## src/rtl/twiddle_rotator_if.sv

```systemverilog
// Streaming bus for the twiddle rotator: sample + twiddle in, rotated sample out,
// valid/ready on both sides.
interface twiddle_rotator_if #(
  parameter int word_length    = 16,
  parameter int word_length_tw = 14
);
  logic                             in_valid;
  logic                             in_ready;
  logic signed [word_length-1:0]    in_re;
  logic signed [word_length-1:0]    in_im;
  logic signed [word_length_tw-1:0] cos_data;
  logic signed [word_length_tw-1:0] sin_data;
  logic                             out_valid;
  logic                             out_ready;
  logic signed [word_length-1:0]    out_re;
  logic signed [word_length-1:0]    out_im;
  logic                             out_sat;
  logic                             sat_sticky;

  modport master (
    output in_valid, in_re, in_im, cos_data, sin_data, out_ready,
    input  in_ready, out_valid, out_re, out_im, out_sat, sat_sticky
  );

  modport slave (
    input  in_valid, in_re, in_im, cos_data, sin_data, out_ready,
    output in_ready, out_valid, out_re, out_im, out_sat, sat_sticky
  );
endinterface

```

## src/rtl/twiddle_rotator.sv

```systemverilog
// Complex rotation (re + j*im)*(cos + j*sin) with half-up rounding and saturation.
// Three stages (capture / multiply / sum-round-saturate) sharing one stall enable.
module twiddle_rotator #(
  parameter int word_length    = 16,
  parameter int word_length_tw = 14,
  parameter int TW_FRAC        = 12
) (
  input  logic             clk,
  input  logic             rst,
  twiddle_rotator_if.slave bus
);
  localparam int STAGES = 3;
  localparam int PW     = word_length + word_length_tw;
  localparam int SW     = PW + 1;

  localparam logic signed [SW-1:0] RND     = SW'(2 ** (TW_FRAC - 1));
  localparam logic signed [SW-1:0] OUT_MAX = SW'((2 ** (word_length - 1)) - 1);
  localparam logic signed [SW-1:0] OUT_MIN = ~OUT_MAX;

  typedef struct packed {
    logic signed [word_length-1:0]    re;
    logic signed [word_length-1:0]    im;
    logic signed [word_length_tw-1:0] c;
    logic signed [word_length_tw-1:0] s;
  } smp_t;

  typedef struct packed {
    logic signed [PW-1:0] pr_c;
    logic signed [PW-1:0] pi_s;
    logic signed [PW-1:0] pr_s;
    logic signed [PW-1:0] pi_c;
  } prod_t;

  typedef struct packed {
    logic signed [word_length-1:0] re;
    logic signed [word_length-1:0] im;
    logic                          sat;
  } res_t;

  // MSB of the result flags a clip; low bits are the rounded, clamped value.
  function automatic logic [word_length:0] round_sat(input logic signed [SW-1:0] s);
    logic signed [SW-1:0] r;
    r = (s + RND) >>> TW_FRAC;
    if (r > OUT_MAX)      round_sat = {1'b1, OUT_MAX[word_length-1:0]};
    else if (r < OUT_MIN) round_sat = {1'b1, OUT_MIN[word_length-1:0]};
    else                  round_sat = {1'b0, r[word_length-1:0]};
  endfunction

  logic [STAGES:0]      vld_pipe;
  logic [STAGES:1]      vld_q;
  logic                 en;
  smp_t                 s1;
  prod_t                s2;
  res_t                 s3, s3_d;
  logic signed [SW-1:0] sum_re, sum_im;
  logic [word_length:0] rs_re, rs_im;
  logic                 sat_sticky_q;

  // A full output slot that downstream refuses freezes the whole pipe.
  assign en       = bus.out_ready | ~vld_q[STAGES];
  assign vld_pipe = {vld_q, bus.in_valid};

  always_comb begin
    sum_re = SW'(s2.pr_c) - SW'(s2.pi_s);
    sum_im = SW'(s2.pr_s) + SW'(s2.pi_c);
    rs_re  = round_sat(sum_re);
    rs_im  = round_sat(sum_im);
    s3_d.re  = rs_re[word_length-1:0];
    s3_d.im  = rs_im[word_length-1:0];
    s3_d.sat = rs_re[word_length] | rs_im[word_length];
  end

  always_ff @(posedge clk or posedge rst) begin
    if (rst) begin
      vld_q <= '0;
      s1    <= '0;
      s2    <= '0;
      s3    <= '0;
    end else if (en) begin
      vld_q   <= vld_pipe[STAGES-1:0];
      s1.re   <= bus.in_re;
      s1.im   <= bus.in_im;
      s1.c    <= bus.cos_data;
      s1.s    <= bus.sin_data;
      s2.pr_c <= PW'(s1.re) * PW'(s1.c);
      s2.pi_s <= PW'(s1.im) * PW'(s1.s);
      s2.pr_s <= PW'(s1.re) * PW'(s1.s);
      s2.pi_c <= PW'(s1.im) * PW'(s1.c);
      s3      <= s3_d;
    end
  end

  always_ff @(posedge clk or posedge rst) begin
    if (rst)                                             sat_sticky_q <= 1'b0;
    else if (vld_q[STAGES] && bus.out_ready && s3.sat)   sat_sticky_q <= 1'b1;
  end

  assign bus.in_ready   = en;
  assign bus.out_valid  = vld_q[STAGES];
  assign bus.out_re     = s3.re;
  assign bus.out_im     = s3.im;
  assign bus.out_sat    = s3.sat;
  assign bus.sat_sticky = sat_sticky_q;
endmodule

```

## src/flat_wrapper.sv

```systemverilog
// flat-port wrapper written by rule: the top's interface ports become plain ports
module twiddle_rotator_flat 
#(
  parameter int word_length    = 16,
  parameter int word_length_tw = 14,
  parameter int TW_FRAC        = 12
)
  (clk, rst, bus_in_valid, bus_in_re, bus_in_im, bus_cos_data, bus_sin_data, bus_out_ready, bus_in_ready, bus_out_valid, bus_out_re, bus_out_im, bus_out_sat, bus_sat_sticky);
  twiddle_rotator_if #(.word_length(word_length), .word_length_tw(word_length_tw)) bus_i ();
  input  logic clk;
  input  logic rst;
  input wire logic [$bits(bus_i.in_valid)-1:0] bus_in_valid;
  input wire logic [$bits(bus_i.in_re)-1:0] bus_in_re;
  input wire logic [$bits(bus_i.in_im)-1:0] bus_in_im;
  input wire logic [$bits(bus_i.cos_data)-1:0] bus_cos_data;
  input wire logic [$bits(bus_i.sin_data)-1:0] bus_sin_data;
  input wire logic [$bits(bus_i.out_ready)-1:0] bus_out_ready;
  output wire logic [$bits(bus_i.in_ready)-1:0] bus_in_ready;
  output wire logic [$bits(bus_i.out_valid)-1:0] bus_out_valid;
  output wire logic [$bits(bus_i.out_re)-1:0] bus_out_re;
  output wire logic [$bits(bus_i.out_im)-1:0] bus_out_im;
  output wire logic [$bits(bus_i.out_sat)-1:0] bus_out_sat;
  output wire logic [$bits(bus_i.sat_sticky)-1:0] bus_sat_sticky;
  assign bus_i.in_valid = bus_in_valid;
  assign bus_i.in_re = bus_in_re;
  assign bus_i.in_im = bus_in_im;
  assign bus_i.cos_data = bus_cos_data;
  assign bus_i.sin_data = bus_sin_data;
  assign bus_i.out_ready = bus_out_ready;
  assign bus_in_ready = bus_i.in_ready;
  assign bus_out_valid = bus_i.out_valid;
  assign bus_out_re = bus_i.out_re;
  assign bus_out_im = bus_i.out_im;
  assign bus_out_sat = bus_i.out_sat;
  assign bus_sat_sticky = bus_i.sat_sticky;
  twiddle_rotator #(.word_length(word_length), .word_length_tw(word_length_tw), .TW_FRAC(TW_FRAC)) u_core (.clk(clk), .rst(rst), .bus(bus_i));
endmodule
```

## config.mk

```make
export PLATFORM = sky130hd
export DESIGN_NAME = twiddle_rotator_flat
export DESIGN_NICKNAME = d
export VERILOG_FILES = /design/src/rtl/twiddle_rotator_if.sv /design/src/rtl/twiddle_rotator.sv /design/src/flat_wrapper.sv
export SDC_FILE = /design/constraint.sdc
export NUM_CORES = 2
export LEC_CHECK = 0
export CAP_MARGIN = 5
export CORE_ASPECT_RATIO = 0.7
export CORE_MARGIN = 3
export CORE_UTILIZATION = 43
export CTS_BUF_LIST = sky130_fd_sc_hd__clkbuf_8 sky130_fd_sc_hd__clkbuf_16
export DETAILED_ROUTE_END_ITERATION = 8
export GPL_TIMING_DRIVEN = 0
export SKIP_CTS_REPAIR_TIMING = 1
export SLEW_MARGIN = 40
export SYNTH_ARGS = -nofsm -noshare
export SYNTH_HDL_FRONTEND = slang
export SYNTH_SLANG_ARGS = --single-unit
```

## constraint.sdc

```tcl
create_clock -name clk -period 7.4 [get_ports clk]
set_clock_uncertainty 0.1 [all_clocks]
set_input_delay 1.11 -clock clk [delete_from_list [all_inputs] [get_ports clk]]
set_output_delay 1.11 -clock clk [all_outputs]
set_load 0.005 [all_outputs]
```

==> results_tabular.tex <==
\begin{tabular}{lr}
\hline
Metric & Value \\
\hline
\multicolumn{2}{l}{\textbf{Synth}} \\
Share of flip-flops with an asynchronous set or reset after synthesis & 100\% \\
Most common library cells after synthesis & 1048 x sky130\_fd\_sc\_hd\_\_inv\_1, 876 x sky130\_fd\_sc\_hd\_\_fa\_1, 710 x sky130\_fd\_sc\_hd\_\_nand2\_1, 468 x sky130\_fd\_sc\_hd\_\_and2\_1, 398 x sky130\_fd\_sc\_hd\_\_ha\_1 \\
Area of the mapped netlist & roughly 44000 µm² \\
Number of distinct standard cells referenced by the synthesized netlist & 70 \\
Primary flip-flop cell chosen by synthesis mapping & sky130\_fd\_sc\_hd\_\_dfrtp\_1 \\
Post-synthesis cell type with the largest combined area & sky130\_fd\_sc\_hd\_\_fa\_1 \\
Mapped Nets & approximately 6200 \\
Syn Inst Count & 4888 \\
Portion of synthesized cell area occupied by the leading cell type & around 40\% \\
Avg Inst Size Synth & between 9 and 10 µm² \\
Number of flops mapped to enable cells by yosys & 0 \\
Cell types occupying the most area after synthesis & sky130\_fd\_sc\_hd\_\_fa\_1 40\%, sky130\_fd\_sc\_hd\_\_dfrtp\_1 12\%, sky130\_fd\_sc\_hd\_\_ha\_1 11\% \\
Synthesized flop and latch total & roughly 220 \\
Sequential-to-total area share from yosys stat & 12.3\% \\
Most used standard cell by instance count after synthesis & sky130\_fd\_sc\_hd\_\_inv\_1 \\
Yosys warning total & 0 \\
\multicolumn{2}{l}{\textbf{Drt}} \\
Remaining antenna violation count & 0 \\
DRC marker count from the first detailed-route iteration & approximately 3000 \\
Routed wire length & around 150000 µm \\
Drt wl/cell & $\sim$24 µm \\
Number of iterations in the first detailed-routing pass & 6 \\
Vias per std cell & $\sim$5.2 \\
Total via count in the routed design & approximately 34000 \\
Drt drc & 0 \\
\multicolumn{2}{l}{\textbf{Setup path}} \\
Arrival @ worst endpoint & about 7700 ps \\
Critical path's most frequent cell & sky130\_fd\_sc\_hd\_\_fa\_1 \\
Worst setup path class & register to register \\
Slowest cell on the critical path & sky130\_fd\_sc\_hd\_\_fa\_1 \\
Data required, critical path & 7800 ps \\
Crit Path Max Fanout & 10 \\
Sum of buffers and inverters on the critical path & 5 \\
Critical path's largest stage delay & about 530 ps \\
Critical path capture point type & register \\
Launching element type of the critical path & register \\
Kind of cell adding the most delay to the critical path & adder cells \\
\multicolumn{2}{l}{\textbf{Placed design}} \\
Final Wtd Congestion & approximately 1 \\
Post-DP Area & about 47000 µm² \\
Number of buffers added on ports & a little under 100 \\
Half-perimeter wire length of the detailed placement result & 123000 µm \\
\multicolumn{2}{l}{\textbf{Run}} \\
Max-cap viol count & 0 \\
\multicolumn{2}{l}{\textbf{Die}} \\
Chip width & around 390 µm \\
Total core area & about 100000 µm² \\
\# rows & 97 \\
Die outline area & 107000 µm² \\
Starting utilization of the core area & 43.7\% \\
Die Y-Extent & roughly 270 µm \\
Boundary Pins & 100 \\
\multicolumn{2}{l}{\textbf{Clocking}} \\
Root buf cell & sky130\_fd\_sc\_hd\_\_clkbuf\_16 \\
Clock latency of the later-clocked register in the worst-skew pair & 670 ps \\
Clock tree buffer depth & 3 \\
CTS tree & built \\
Number of sinks driven by the clock tree & around 220 \\
Clock-pin slew reported for the worst setup and hold paths after clock tree synthesis & around 70 ps \\
Cts bufs inserted & 29 \\
Maximum level of the CTS H-tree & 1 \\
\multicolumn{2}{l}{\textbf{Timing}} \\
Total count of hold-check failures in the final report & 0 \\
Final setup vio count & 0 \\
Time the final worst path needs with I/O delays and setup & around 7300 ps \\
Unrepaired setup endpoints after global routing & true \\
Max-slew violation total from the final report & 0 \\
Final period utilization & between 90\% and 100\% \\
Maximum frequency from static timing analysis & approximately 140 MHz \\
Actual slew at the worst max-slew pin & between 800 and 900 ps \\
Slew HR & about 40\% \\
\multicolumn{2}{l}{\textbf{Global routing}} \\
Remaining global-route overflow & 0 \\
Largest net degree at the start of global routing & between 70 and 80 \\
Initial antenna violation count & 23 \\
Via count of the first global-routing pass & around 34000 \\
GRT Total Usage & just under 30\% \\
Wire length of the first global-routing pass & 224000 µm \\
\multicolumn{2}{l}{\textbf{Finish}} \\
Final std cell area, no fill & roughly 50000 µm² \\
Fraction of the core area covered by cells at the end of the flow & around half \\
Synth-to-Final Area Change & 13.0\% \\
Fin nets & roughly 6400 \\
Fraction of layout cells with a size suffix above 1 & a little over 8\% \\
\multicolumn{2}{l}{\textbf{Min path}} \\
Hold WC Path Type & register to register \\
\multicolumn{2}{l}{\textbf{Outcome}} \\
Run status & complete, no violations \\
\hline
\end{tabular}
worst min-delay path: stages, from the launching register on:
cell and delay [ps]:
sky130_fd_sc_hd__dfrtp_1 340, sky130_fd_sc_hd__nand2_1 50, sky130_fd_sc_hd__nand2_1 50
cell usage in the layout, fill, tap and decap left out, types with 18 or more instances in the layout:
cell type,instances
sky130_fd_sc_hd__xnor2_1,94
sky130_fd_sc_hd__nand3_1,28
sky130_fd_sc_hd__and2_1,467
sky130_fd_sc_hd__a21oi_1,156
sky130_fd_sc_hd__inv_1,1047
sky130_fd_sc_hd__buf_6,51
sky130_fd_sc_hd__clkbuf_1,36
sky130_fd_sc_hd__a21o_1,69
sky130_fd_sc_hd__o21ai_0,84
sky130_fd_sc_hd__clkbuf_16,29
sky130_fd_sc_hd__o21bai_1,25
sky130_fd_sc_hd__clkdlybuf4s50_1,99
sky130_fd_sc_hd__dfrtp_2,20
sky130_fd_sc_hd__nand2b_1,35
sky130_fd_sc_hd__buf_4,63
sky130_fd_sc_hd__ha_1,392
sky130_fd_sc_hd__dfrtp_1,195
sky130_fd_sc_hd__clkbuf_4,36
sky130_fd_sc_hd__fa_1,872
sky130_fd_sc_hd__clkbuf_2,48
sky130_fd_sc_hd__buf_2,18
sky130_fd_sc_hd__nand2_1,708
sky130_fd_sc_hd__xor2_1,43
sky130_fd_sc_hd__nor2_1,178
layer usage:
metal | track usage [%] | up-vias | wire [µm]
met2 | 38.3 | 1567 | 58600
met1 | 42.4 | 17000 | 66000
met3 | 12.0 | 190 | 21400
li1 | - | 14900 | -
met5 | 0 | - | 135
met4 | 8.08 | 12 | 4870
sequential cells by signal, indices dropped and copies added (netlist names):
name / cells
u_core.bus.out_sat: 1
u_core.bus.out_re: 16
u_core.bus.out_im: 16
u_core.bus.sat_sticky: 1
u_core.s1: 60
u_core.vld_q: 3
u_core.s2: 120
logic make-up after synthesis:
kind of cell / count (synthesis) / share of synthesized area (%)
simple gates: 1484 / 15.9
buf+inv: 1280 / 10.9
fa+ha+maj: 1274 / 51.0
compound gates: 466 / 6.56
flops: 217 / 12.3
xor+xnor: 165 / 3.27
mux: 2 / 0.0510
worst paths after layout:
path,from,end,slack [ps],depth (start not counted)
worst max register to register,u_core.s1[24]$_DFFE_PP0P_,u_core.s2[28]$_DFFE_PP0P_,70,25
max in group asynchronous,rst,u_core.s1[23]$_DFFE_PP0P_,4990,5
worst max-delay path,u_core.s1[24]$_DFFE_PP0P_,u_core.s2[28]$_DFFE_PP0P_,70,25
worst min register to register,u_core.vld_q[1]$_DFFE_PP0P_,u_core.vld_q[1]$_DFFE_PP0P_,370,2
worst min-delay path,u_core.vld_q[1]$_DFFE_PP0P_,u_core.vld_q[1]$_DFFE_PP0P_,370,2
min in group asynchronous,rst,u_core.bus.sat_sticky$_DFFE_PP0P_,780,2
area by class of cell:
| type | instances | area [µm²] |
|---|---|---|
| Timing Repair Buffer | 132 | 1330 |
| Fill cell | 9720 | 51100 |
| Antenna cell | 11 | 27.5 |
| Inverter | 1049 | 3950 |
| Buffer | 229 | 1640 |
| Clock buffer | 31 | 753 |
| Clock inverter | 22 | 273 |
| Sequential cell | 217 | 5460 |
| Tap cell | 1336 | 1670 |
| Multi-Input combinational cell | 3391 | 34800 |
stage by stage:
stage	TNS [ps]	setup WS, ps	instances	hold WS, ps
global route	-385	-161	6412	396
global placement	-877640	-3900	6323	353
floorplan	0	254	4888	330
finish	0	72.2	6418	368
CTS	-37820	-1880	6382	370
detailed placement	-35830	-1830	6329	356
Power is left out: the tool's default activity adds up to more than one toggle a clock period on the data nets, which glitch-free logic cannot reach.
